**config.mk**
```make
export PLATFORM = sky130hd
export DESIGN_NAME = instr_encoder_flat
export DESIGN_NICKNAME = d
export VERILOG_FILES = /design/src/rtl/instr_pkg.sv /design/src/rtl/instr_encoder_if.sv /design/src/rtl/instr_encoder_sync_fifo.sv /design/src/rtl/instr_encoder.sv /design/src/flat_wrapper.sv
export SDC_FILE = /design/constraint.sdc
export NUM_CORES = 1
export LEC_CHECK = 0
export ABC_AREA = 1
export CORE_UTILIZATION = 52
export DETAILED_ROUTE_END_ITERATION = 8
export PLACE_DENSITY = 0.91
export SLEW_MARGIN = 20
export SYNTH_ARGS = -nofsm -noshare
export SYNTH_HDL_FRONTEND = slang
export SYNTH_HIERARCHICAL = 1
export SYNTH_SLANG_ARGS = --single-unit
export TNS_END_PERCENT = 10
```
**constraint.sdc**
```tcl
create_clock -name clk -period 4 [get_ports clk]
set_clock_uncertainty 0.15 [all_clocks]
set_input_delay 0.6 -clock clk [delete_from_list [all_inputs] [get_ports clk]]
set_output_delay 0.6 -clock clk [all_outputs]
set_load 0.005 [all_outputs]
```
**src/rtl/instr_pkg.sv**
```systemverilog
`default_nettype none
// ============================================================================
// Module      : instr_pkg
// Description : MIPS-subset kind codes, opcodes, functs and encoder states.
//               Shared by the instruction encoder and decoder.
// Revision    : 1.0 - initial release
// ============================================================================
package instr_pkg;

    localparam logic [3:0] KIND_ADD  = 4'd0;
    localparam logic [3:0] KIND_SUB  = 4'd1;
    localparam logic [3:0] KIND_AND  = 4'd2;
    localparam logic [3:0] KIND_OR   = 4'd3;
    localparam logic [3:0] KIND_NOR  = 4'd4;
    localparam logic [3:0] KIND_SLT  = 4'd5;
    localparam logic [3:0] KIND_JR   = 4'd6;
    localparam logic [3:0] KIND_ADDI = 4'd7;
    localparam logic [3:0] KIND_SLTI = 4'd8;
    localparam logic [3:0] KIND_LW   = 4'd9;
    localparam logic [3:0] KIND_SW   = 4'd10;
    localparam logic [3:0] KIND_BEQ  = 4'd11;
    localparam logic [3:0] KIND_J    = 4'd12;
    localparam logic [3:0] KIND_JAL  = 4'd13;

    localparam logic [5:0] OPC_RTYPE = 6'b000000;
    localparam logic [5:0] OPC_ADDI  = 6'b001000;
    localparam logic [5:0] OPC_SLTI  = 6'b001010;
    localparam logic [5:0] OPC_LW    = 6'b100011;
    localparam logic [5:0] OPC_SW    = 6'b101011;
    localparam logic [5:0] OPC_BEQ   = 6'b000100;
    localparam logic [5:0] OPC_J     = 6'b000010;
    localparam logic [5:0] OPC_JAL   = 6'b000011;

    localparam logic [5:0] FUNCT_ADD = 6'b100000;
    localparam logic [5:0] FUNCT_SUB = 6'b100010;
    localparam logic [5:0] FUNCT_AND = 6'b100100;
    localparam logic [5:0] FUNCT_OR  = 6'b100101;
    localparam logic [5:0] FUNCT_NOR = 6'b100111;
    localparam logic [5:0] FUNCT_SLT = 6'b101010;
    localparam logic [5:0] FUNCT_JR  = 6'b001000;

    typedef enum logic [1:0] {
        ST_IDLE  = 2'd0,
        ST_RUN   = 2'd1,
        ST_FLUSH = 2'd2,
        ST_DONE  = 2'd3
    } enc_state_t;

endpackage
`default_nettype wire

```
**src/rtl/instr_encoder_if.sv**
```systemverilog
`default_nettype none
// ============================================================================
// Module      : instr_encoder_if
// Description : Request handshake and imem write port of the encoder.
// Revision    : 1.0 - initial release
// ============================================================================
interface instr_encoder_if #(
    parameter int DWIDTH = 32,
    parameter int AWIDTH = 12
);
    logic              in_valid;
    logic              in_ready;
    logic [3:0]        in_kind;
    logic [4:0]        in_rs;
    logic [4:0]        in_rt;
    logic [4:0]        in_rd;
    logic [DWIDTH-1:0] in_imm;
    logic [27:0]       in_target;
    logic              imem_we;
    logic [AWIDTH-1:0] imem_addr;
    logic [DWIDTH-1:0] imem_wdata;
    logic              mem_ready;

    modport master (
        output in_valid, in_kind, in_rs, in_rt, in_rd, in_imm, in_target, mem_ready,
        input  in_ready, imem_we, imem_addr, imem_wdata
    );

    modport slave (
        input  in_valid, in_kind, in_rs, in_rt, in_rd, in_imm, in_target, mem_ready,
        output in_ready, imem_we, imem_addr, imem_wdata
    );
endinterface
`default_nettype wire

```
**src/rtl/instr_encoder_sync_fifo.sv**
```systemverilog
`default_nettype none
// ============================================================================
// Module      : sync_fifo
// Description : Single-clock FIFO, power-of-two depth, show-ahead head word.
// Revision    : 1.0 - initial release
// ============================================================================
module sync_fifo #(
    parameter int DWIDTH = 32,
    parameter int DEPTH  = 4
) (
    input  wire logic              clk,
    input  wire logic              rst,
    input  wire logic              i_push,
    input  wire logic [DWIDTH-1:0] i_push_data,
    input  wire logic              i_pop,
    output logic      [DWIDTH-1:0] o_pop_data,
    output logic                   o_full,
    output logic                   o_empty
);
    localparam int c_aw = $clog2(DEPTH);

    logic [DWIDTH-1:0] r_mem [DEPTH];
    logic [c_aw:0]     r_wr_ptr;
    logic [c_aw:0]     r_rd_ptr;
    logic              w_do_push;
    logic              w_do_pop;

    // Extra pointer bit tells full from empty when the indices match
    assign o_full     = (r_wr_ptr[c_aw] != r_rd_ptr[c_aw]) &&
                        (r_wr_ptr[c_aw-1:0] == r_rd_ptr[c_aw-1:0]);
    assign o_empty    = (r_wr_ptr == r_rd_ptr);
    assign w_do_push  = i_push && !o_full;
    assign w_do_pop   = i_pop && !o_empty;
    assign o_pop_data = r_mem[r_rd_ptr[c_aw-1:0]];

    always_ff @(posedge clk or posedge rst) begin
        if (rst) begin
            r_wr_ptr <= '0;
            r_rd_ptr <= '0;
        end else begin
            if (w_do_push) r_wr_ptr <= r_wr_ptr + (c_aw+1)'(1);
            if (w_do_pop)  r_rd_ptr <= r_rd_ptr + (c_aw+1)'(1);
        end
    end

    always_ff @(posedge clk) begin
        if (w_do_push) r_mem[r_wr_ptr[c_aw-1:0]] <= i_push_data;
    end
endmodule
`default_nettype wire

```
**src/rtl/instr_encoder.sv**
```systemverilog
`default_nettype none
// ============================================================================
// Module      : instr_encoder
// Description : Encodes MIPS-subset requests and loads them into imem.
// Revision    : 1.0 - initial release
// ============================================================================
module instr_encoder
    import instr_pkg::*;
#(
    parameter int                DWIDTH   = 32,
    parameter int                AWIDTH   = 12,
    parameter int                DEPTH    = 4,
    parameter logic [DWIDTH-1:0] END_WORD = '0
) (
    input  wire logic              clk,
    input  wire logic              rst,
    input  wire logic              start,
    input  wire logic [AWIDTH-1:0] base_addr,
    input  wire logic              flush,
    instr_encoder_if.slave         bus,
    output logic      [15:0]       words_written,
    output logic                   err,
    output logic      [7:0]        err_cnt,
    output logic                   done
);
    enc_state_t        r_state, w_state_next;
    logic [AWIDTH-1:0] r_addr;
    logic [15:0]       r_count;
    logic              r_err;
    logic [7:0]        r_err_cnt;
    logic [31:0]       w_word;
    logic              w_legal, w_imm_ok, w_accept, w_push, w_pop;
    logic              w_we, w_term, w_start_ok, w_full, w_empty;
    logic [DWIDTH-1:0] w_head;

    // Immediate fits 16 bits signed when everything above bit 15 is sign
    assign w_imm_ok   = (&bus.in_imm[DWIDTH-1:15]) || !(|bus.in_imm[DWIDTH-1:15]);
    assign w_accept   = bus.in_valid && bus.in_ready;
    assign w_push     = w_accept && w_legal;
    assign w_start_ok = start && (r_state == ST_IDLE || r_state == ST_DONE);

    always_comb begin
        w_word  = 32'd0;
        w_legal = 1'b1;
        case (bus.in_kind)
            KIND_ADD:  w_word = {OPC_RTYPE, bus.in_rs, bus.in_rt, bus.in_rd, 5'd0, FUNCT_ADD};
            KIND_SUB:  w_word = {OPC_RTYPE, bus.in_rs, bus.in_rt, bus.in_rd, 5'd0, FUNCT_SUB};
            KIND_AND:  w_word = {OPC_RTYPE, bus.in_rs, bus.in_rt, bus.in_rd, 5'd0, FUNCT_AND};
            KIND_OR:   w_word = {OPC_RTYPE, bus.in_rs, bus.in_rt, bus.in_rd, 5'd0, FUNCT_OR};
            KIND_NOR:  w_word = {OPC_RTYPE, bus.in_rs, bus.in_rt, bus.in_rd, 5'd0, FUNCT_NOR};
            KIND_SLT:  w_word = {OPC_RTYPE, bus.in_rs, bus.in_rt, bus.in_rd, 5'd0, FUNCT_SLT};
            KIND_JR:   w_word = {OPC_RTYPE, bus.in_rs, 15'd0, FUNCT_JR};
            KIND_ADDI: begin w_word = {OPC_ADDI, bus.in_rs, bus.in_rt, bus.in_imm[15:0]}; w_legal = w_imm_ok; end
            KIND_SLTI: begin w_word = {OPC_SLTI, bus.in_rs, bus.in_rt, bus.in_imm[15:0]}; w_legal = w_imm_ok; end
            KIND_LW:   begin w_word = {OPC_LW,   bus.in_rs, bus.in_rt, bus.in_imm[15:0]}; w_legal = w_imm_ok; end
            KIND_SW:   begin w_word = {OPC_SW,   bus.in_rs, bus.in_rt, bus.in_imm[15:0]}; w_legal = w_imm_ok; end
            KIND_BEQ:  begin w_word = {OPC_BEQ,  bus.in_rs, bus.in_rt, bus.in_imm[15:0]}; w_legal = w_imm_ok; end
            KIND_J:    begin w_word = {OPC_J,   bus.in_target[27:2]}; w_legal = (bus.in_target[1:0] == 2'b00); end
            KIND_JAL:  begin w_word = {OPC_JAL, bus.in_target[27:2]}; w_legal = (bus.in_target[1:0] == 2'b00); end
            default:   w_legal = 1'b0;
        endcase
    end

    sync_fifo #(.DWIDTH(DWIDTH), .DEPTH(DEPTH)) u_fifo (
        .clk         (clk),
        .rst         (rst),
        .i_push      (w_push),
        .i_push_data (DWIDTH'(w_word)),
        .i_pop       (w_pop),
        .o_pop_data  (w_head),
        .o_full      (w_full),
        .o_empty     (w_empty)
    );

    always_ff @(posedge clk or posedge rst) begin
        if (rst) r_state <= ST_IDLE;
        else     r_state <= w_state_next;
    end

    always_comb begin
        w_state_next = r_state;
        w_pop        = 1'b0;
        w_we         = 1'b0;
        w_term       = 1'b0;
        case (r_state)
            ST_IDLE: if (start) w_state_next = ST_RUN;
            ST_RUN: begin
                w_pop = !w_empty && bus.mem_ready;
                w_we  = w_pop;
                if (flush) w_state_next = ST_FLUSH;
            end
            ST_FLUSH: begin
                // Queued words go first; the terminator follows an empty FIFO
                if (!w_empty) begin
                    w_pop = bus.mem_ready;
                    w_we  = bus.mem_ready;
                end else if (bus.mem_ready) begin
                    w_we         = 1'b1;
                    w_term       = 1'b1;
                    w_state_next = ST_DONE;
                end
            end
            ST_DONE: if (start) w_state_next = ST_RUN;
            default: w_state_next = ST_IDLE;
        endcase
    end

    always_ff @(posedge clk or posedge rst) begin
        if (rst) begin
            r_addr    <= '0;
            r_count   <= '0;
            r_err     <= 1'b0;
            r_err_cnt <= '0;
        end else begin
            if (w_start_ok) begin
                r_addr  <= base_addr & ~AWIDTH'(3);
                r_count <= '0;
            end else if (w_we) begin
                r_addr  <= r_addr + AWIDTH'(4);
                r_count <= r_count + 16'd1;
            end
            if (w_accept && !w_legal) begin
                r_err <= 1'b1;
                if (r_err_cnt != 8'hFF) r_err_cnt <= r_err_cnt + 8'd1;
            end
        end
    end

    assign bus.in_ready   = (r_state == ST_RUN) && !w_full;
    assign bus.imem_we    = w_we;
    assign bus.imem_addr  = r_addr;
    assign bus.imem_wdata = w_we ? (w_term ? END_WORD : w_head) : '0;
    assign words_written  = r_count;
    assign err            = r_err;
    assign err_cnt        = r_err_cnt;
    assign done           = (r_state == ST_DONE);
endmodule
`default_nettype wire

```
**src/flat_wrapper.sv**
```systemverilog
// flat-port wrapper written by rule: the top's interface ports become plain ports
module instr_encoder_flat import instr_pkg::*;
#(
    parameter int                DWIDTH   = 32,
    parameter int                AWIDTH   = 12,
    parameter int                DEPTH    = 4,
    parameter logic [DWIDTH-1:0] END_WORD = '0
)
  (clk, rst, start, base_addr, flush, words_written, err, err_cnt, done, bus_in_valid, bus_in_kind, bus_in_rs, bus_in_rt, bus_in_rd, bus_in_imm, bus_in_target, bus_mem_ready, bus_in_ready, bus_imem_we, bus_imem_addr, bus_imem_wdata);
  instr_encoder_if #(.DWIDTH(DWIDTH), .AWIDTH(AWIDTH)) bus_i ();
  input  wire logic clk;
  input  wire logic rst;
  input  wire logic start;
  input  wire logic [AWIDTH-1:0] base_addr;
  input  wire logic flush;
  output logic      [15:0] words_written;
  output logic err;
  output logic      [7:0] err_cnt;
  output logic done;
  input wire logic [$bits(bus_i.in_valid)-1:0] bus_in_valid;
  input wire logic [$bits(bus_i.in_kind)-1:0] bus_in_kind;
  input wire logic [$bits(bus_i.in_rs)-1:0] bus_in_rs;
  input wire logic [$bits(bus_i.in_rt)-1:0] bus_in_rt;
  input wire logic [$bits(bus_i.in_rd)-1:0] bus_in_rd;
  input wire logic [$bits(bus_i.in_imm)-1:0] bus_in_imm;
  input wire logic [$bits(bus_i.in_target)-1:0] bus_in_target;
  input wire logic [$bits(bus_i.mem_ready)-1:0] bus_mem_ready;
  output wire logic [$bits(bus_i.in_ready)-1:0] bus_in_ready;
  output wire logic [$bits(bus_i.imem_we)-1:0] bus_imem_we;
  output wire logic [$bits(bus_i.imem_addr)-1:0] bus_imem_addr;
  output wire logic [$bits(bus_i.imem_wdata)-1:0] bus_imem_wdata;
  assign bus_i.in_valid = bus_in_valid;
  assign bus_i.in_kind = bus_in_kind;
  assign bus_i.in_rs = bus_in_rs;
  assign bus_i.in_rt = bus_in_rt;
  assign bus_i.in_rd = bus_in_rd;
  assign bus_i.in_imm = bus_in_imm;
  assign bus_i.in_target = bus_in_target;
  assign bus_i.mem_ready = bus_mem_ready;
  assign bus_in_ready = bus_i.in_ready;
  assign bus_imem_we = bus_i.imem_we;
  assign bus_imem_addr = bus_i.imem_addr;
  assign bus_imem_wdata = bus_i.imem_wdata;
  instr_encoder #(.DWIDTH(DWIDTH), .AWIDTH(AWIDTH), .DEPTH(DEPTH), .END_WORD(END_WORD)) u_core (.clk(clk), .rst(rst), .start(start), .base_addr(base_addr), .flush(flush), .bus(bus_i), .words_written(words_written), .err(err), .err_cnt(err_cnt), .done(done));
endmodule
```
==> results.toml <==
[outcome]
outcome = "finished, final reports clean"

[die]
start_util_pct = 53.5
die_area_sq_um = 16200
io_pins = 169
die_w_um = 127
coreArea_sq_um = 15300
die_h_um = 127
row_count = 45

[power_and_ir_drop]
power_density_nw_per_um2 = 577
p_leak_nw = 4.11
p_seq_share_pct = 37.2
power_mw = 6.17
internal_power_mw = 3.94
irDropWorstVdd_v = 0.000416
sw_frac_of_total_pct = 36.1
p_comb_share_pct = 36.2
power_switching_mw = 2.23
clock_power_share_pct = 26.6

[timing]
post-route-period-util_pct = 92.9
min_period_ps = 3720
fmax_ghz = 0.269
layout_setup_ws_ps = 282
rsz0062_at_grt = "no"
slew_violations = 0
slew_headroom_pct = 51.1
finalSetupTns_ps = 0
tightest_slew_ps = 732
hold_viol = 0
setup_violations = 0

[setup_path]
cp-start-kind = "flop"
r2r-start = "u_core/u_fifo/r_wr_ptr[1]"
endpoint_kind = "output pin"
endpoint = "bus_imem_wdata[31]"
cp.required_ps = 3250
reg2reg_depth = 11
startpoint = "u_core/u_fifo/r_wr_ptr[1]"
worst-r2r-setup-slack_ps = 1230
crit_path_max_fanout = 33
worstPathArrival_ps = 2970
worstReg2RegEnd = "u_core/u_fifo/r_mem[2][30]"
path_class = "flop to output pin"

[clocking]
htree_levels = 4
clkTransAtPathRegs_ps = 70
clock_latency_ps = 420
cts_setup_buffers = 0
clock_sinks = 171
ctsResizeCount = 0
cts_buffer_depth = 2
cts_tree = "done"
cts_buffers = 17
postCtsHoldBufs = 0
cts_root_buf = "clkbuf_16"

[yosys]
syn_inst = 835
yosys.area.top_type = "edfxtp_1"
yosysSeqAreaShare_pct = 60.2
synth-seq-cells = 171
synthTopCellsByArea = "edfxtp_1, dfrtp_1, nand2_1"
syn_avg_cell_area_sq_um = 9.78
yosys_warnings = 6
synthArstFlopShare_pct = 25.1
synth_top_area_share_pct = 47.1
synth_cell_types = 48
ys.flop_type = "edfxtp_1"
synth-edff-count = 128
synth_area_sq_um = 8170

[layout]
diodes = 0
nets = 1111
stdcell_count = 1227
fin_area_sq_um = 10700
fillCellCount = 1066
area_growth_pct = 30.9
layout_common_cells = "nand2_1, clkdlybuf4s50_1, nor2_1"
drive_above_1_share_pct = 7.87
final_common_cell = "nand2_1"

[global_route]
grt_usage_pct = 24.8
grt_pass1_wl_mm = 30.9
grt_overflow = 0
grt_max_degree = 65
grt_pass1_vias = 6445
grt_antenna_before_repair = 0

[placement]
place_area_sq_um = 10100
dpl_worst_slack_ps = 488
hpwl_mm = 12.7
port_buffers = 164
dp_cells = 1195
place.gp.congestion = 0.861

[detailed_routing]
vias_per_cell = 5.54
postRouteAntennaNets = 0
wirelength_mm = 19.6
wire_per_inst_um = 16.0
num_vias = 6794
drc_errors = 0
drtIter0Drc = 713
firstDrtPassIters = 5

[worst_hold_path]
min_path_type = "input pin to async pin"

[run]
drv_cap = 0
==> per-layer routing <==
layer	part of all wire, %	GRT usage, %	up-vias
met2	51	42.9	353
met3	8.4	6.07	19
met4	1.3	8.68	0
met5	0	0	-
li1	-	-	3236
met1	39	30.4	3186
==> critical path: stages (launching register included) <==
cell	delay [ps]
dfrtp_1	440
inv_1	110
nand2_1	70
nand2_1	100
nand3_2	150
inv_1	70
inv_1	90
nand3_1	70
o21ai_1	100
nand2_1	110
inv_2	260
buf_12	240
nand2_1	70
nor2_1	130
clkdlybuf4s50_1	520
==> power groups by stage <==
stage / combinational, mW / sequential, mW / clock, mW
6_report: 2.24 / 2.29 / 1.64
4_1_cts: 2.22 / 2.29 / 1.66
2_1_floorplan: 1.31 / 2.30 / 0
3_3_place_gp: 2.13 / 2.32 / 0
5_1_grt: 2.47 / 2.32 / 1.74
3_5_place_dp: 2.21 / 2.33 / 0
==> how the worst min path moves through the flow <==
stage,from,endpoint,cells past startpoint
floorplan,rst,u_core/u_fifo/r_rd_ptr[0],1
global placement,u_core/err,u_core/err,1
detailed placement,u_core/err,u_core/err,1
CTS,rst,u_core/u_fifo/r_rd_ptr[2],2
global route,rst,u_core/u_fifo/r_rd_ptr[2],2
finish,rst,u_core/u_fifo/r_rd_ptr[2],2
==> synthesized netlist by cell type (12+ instances only) <==
cell      instances
nor3_1           12
nand3_1          36
buf_2            16
inv_1            43
edfxtp_1        128
clkbuf_1         17
nand4_1          18
a21oi_1          13
nor2_1          140
nand2_1         168
o22ai_1          32
dfrtp_1          43
o21ai_0          87
==> flip-flops by register name, summed over array words and instances, names as in the netlist <==
name	cells
u_core/u_fifo/r_rd_ptr	3
u_core/err	1
u_core/r_state	2
u_core/u_fifo/r_mem	128
u_core/u_fifo/r_wr_ptr	3
u_core/words_written	16
u_core/err_cnt	8
u_core/bus.imem_addr	10
==> stage by stage <==
stage	hold WS (ps)	util [%]
2_1_floorplan	241	-
3_3_place_gp	328	66.2
3_5_place_dp	304	66.2
4_1_cts	309	70.1
5_1_grt	315	70.1
6_report	312	70.1
==> kinds of logic after synthesis <==
logic type                 share of synthesized area, %
AOI/OAI and AO/OA                                  11.8
xor gates and xnor gates                           1.62
adders and majority gates                          1.68
buffers and inverters                              4.52
DFF                                                60.2
other                                            0.0459
and+or+nand+nor                                    20.1
==> final cells by class <==
class,count,area (sq um),share of cell area [%]
Sequential cell,171,4920,46.0
Multi-Input combinational cell,581,2930,27.4
Timing Repair Buffer,182,1800,16.9
Clock buffer,17,425,3.98
Tap cell,211,264,2.47
Inverter,50,188,1.76
Clock inverter,15,165,1.54
Note: power is estimated with default switching activity, not from simulation.
==> patch (same flow settings) <==
Make the reset (`rst`) synchronous in 3 clocked blocks.
--- a/src/rtl/instr_encoder_sync_fifo.sv
+++ b/src/rtl/instr_encoder_sync_fifo.sv
@@ -33,7 +33,7 @@
     assign w_do_pop   = i_pop && !o_empty;
     assign o_pop_data = r_mem[r_rd_ptr[c_aw-1:0]];
 
-    always_ff @(posedge clk or posedge rst) begin
+    always_ff @(posedge clk) begin
         if (rst) begin
             r_wr_ptr <= '0;
             r_rd_ptr <= '0;
--- a/src/rtl/instr_encoder.sv
+++ b/src/rtl/instr_encoder.sv
@@ -72,7 +72,7 @@
         .o_empty     (w_empty)
     );
 
-    always_ff @(posedge clk or posedge rst) begin
+    always_ff @(posedge clk) begin
         if (rst) r_state <= ST_IDLE;
         else     r_state <= w_state_next;
     end
@@ -105,7 +105,7 @@
         endcase
     end
 
-    always_ff @(posedge clk or posedge rst) begin
+    always_ff @(posedge clk) begin
         if (rst) begin
             r_addr    <= '0;
             r_count   <= '0;
Formal check against the unedited RTL: differs if rst is asserted again (counterexample within 4 cycles, from zero or initial values and one cycle with rst high); with rst held inactive, the same outputs for 4 cycles.
==> patch against the unedited design <==
- worst hold slack better by 30 ps
- die area is 0.17% lower
- sequential cell count is 2 higher
- synthesized area is 0.17% lower
- worst setup slack better by 110 ps
- count of clock-buffer cells in the layout is 1 higher
- first-iteration DRC count is 12% higher
- sequential share of layout area is 1.5 points lower
- final area is 0.36% lower
- wire length is 6.3% higher
- utilization is 0.25 points lower
Power is not compared: it rests on default switching activity, and its combinational part moved more than twofold at a synthesized area within 25%.
==> patch: results (changes against the unedited design) <==
Synth
- **Post-synth ARST share** 0%, -25 points
- **complex-gate fraction of the synthesized area** 12.47%, +0.63 points
- **Avg Inst Size Synth** 9.205 um2, -5.9%
- **Seq/Total Area, Yosys** 58.18%, -2.0 points
- **top cells by count, synth** sky130_fd_sc_hd__nand2_1 (172), sky130_fd_sc_hd__nor2_1 (168), sky130_fd_sc_hd__edfxtp_1 (128), sky130_fd_sc_hd__o21ai_0 (77), sky130_fd_sc_hd__inv_1 (68)
- **Seq cells post-synth** 173, +1.2%
- **Unique masters post-synth** 46, -4.2%
- **share of the synthesized netlist area taken by xor and xnor gates** 0.5370%, -1.1 points
- **leading cell types by total area after synthesis** sky130_fd_sc_hd__edfxtp_1 (47%), sky130_fd_sc_hd__dfxtp_1 (11%), sky130_fd_sc_hd__nand2_1 (7.9%), sky130_fd_sc_hd__nor2_1 (7.7%), sky130_fd_sc_hd__o21ai_0 (4.7%)

Cells and area
- **combined area of the multi-input logic cells** 2964 um2, +1.3%
- **multi-input gates** 603, +3.8%
- **clk_buf instances** 18, +1
- **number of diodes added for antenna fixing** 1, +1
- **data-path buffer share of cell area in the final layout** 16.65%, -0.20 points
- **area taken by flip-flops and latches** 4746 um2, -3.6%
- **number of buffers other than clock buffers in the final layout** 175, -3.8%
- **non-clock inverter total of the final layout** 77, +54%
- **Fill cells** 1039, -2.5%
- **core utilization of the finished layout** 69.82%, -0.25 points
- **clock network area share** 5.720%, +0.20 points
- **fraction of layout cells with a size suffix above 1** 7.075%, -0.80 points

Route
- **total length of routed wires** 20830 um, +6.3%
- **first-iteration detailed-routing DRC count** 795, +12%
- **total via count in the routed design** 6988, +2.9%
- **detailed-routing iteration count for the pre-antenna-repair pass** 9, +4
- **total met3 wirelength after detailed routing** 1431 um, -13%
- **post-route met1 wirelength** 7969 um, +3.0%
- **met2 wirelength from detailed routing** 10950 um, +9.8%

GRT
- **global routing usage on met2** 47.61%, +4.7 points
- **initial antenna violation count** 1, +1
- **global routing usage summed across all routing layers** 26.14%, +1.3 points
- **first-pass GRT wire length** 32530 um, +5.3%

Critical path
- **worst reg2reg path depth** 9, -2
- **Arrival @ worst endpoint** 2860 ps, -110 ps
- **beginning of the worst register-to-register path** u_core/u_fifo/r_wr_ptr[0]$_SDFFE_PP0P_
- **crit path to** bus_imem_wdata[23]
- **FF-to-FF setup slack** 1270 ps, +40 ps
- **Critical Path Max Stage Delay** 860 ps, +340 ps

Place
- **final RePlAce weighted congestion** 0.8570, -0.41%
- **Area after DPL** 10040 um2, -0.59%
- **total half-perimeter wirelength after legalization and detailed placement** 12940 um, +2.0%
- **pre-CTS setup slack** 294.3 ps, -193.4 ps
- **# placed instances** 1239, +3.7%

Hold path
- **worst min-delay path category** reg2reg

STA
- **post-route setup slack** 388.5 ps, +106.2 ps
- **worst slew slack as a fraction of its limit** 46.08%, -5.0 points

Run status
- **result of the run** finished, final reports clean

## patch: cell types whose count changed in the layout (fill, tap and decap cells not counted), moves of 8 or more
cell and delta:
sky130_fd_sc_hd__dfxtp_1 +44, sky130_fd_sc_hd__dfrtp_1 -42, sky130_fd_sc_hd__nor2_1 +28, sky130_fd_sc_hd__inv_1 +25, sky130_fd_sc_hd__a21oi_1 +15, sky130_fd_sc_hd__nand3_1 -14, sky130_fd_sc_hd__o21ai_1 +12, sky130_fd_sc_hd__o21ai_0 -10
sky130_fd_sc_hd__buf_4 -9, sky130_fd_sc_hd__nand4_1 -8
## patch: power groups by stage
stage               logic (W)  registers [W]  clock network (W)
finish               0.000792        0.00210            0.00170
global route         0.000865        0.00211            0.00178
CTS                  0.000784        0.00210            0.00171
detailed placement   0.000768        0.00214                  0
global placement     0.000736        0.00213                  0
floorplan            0.000411        0.00213                  0
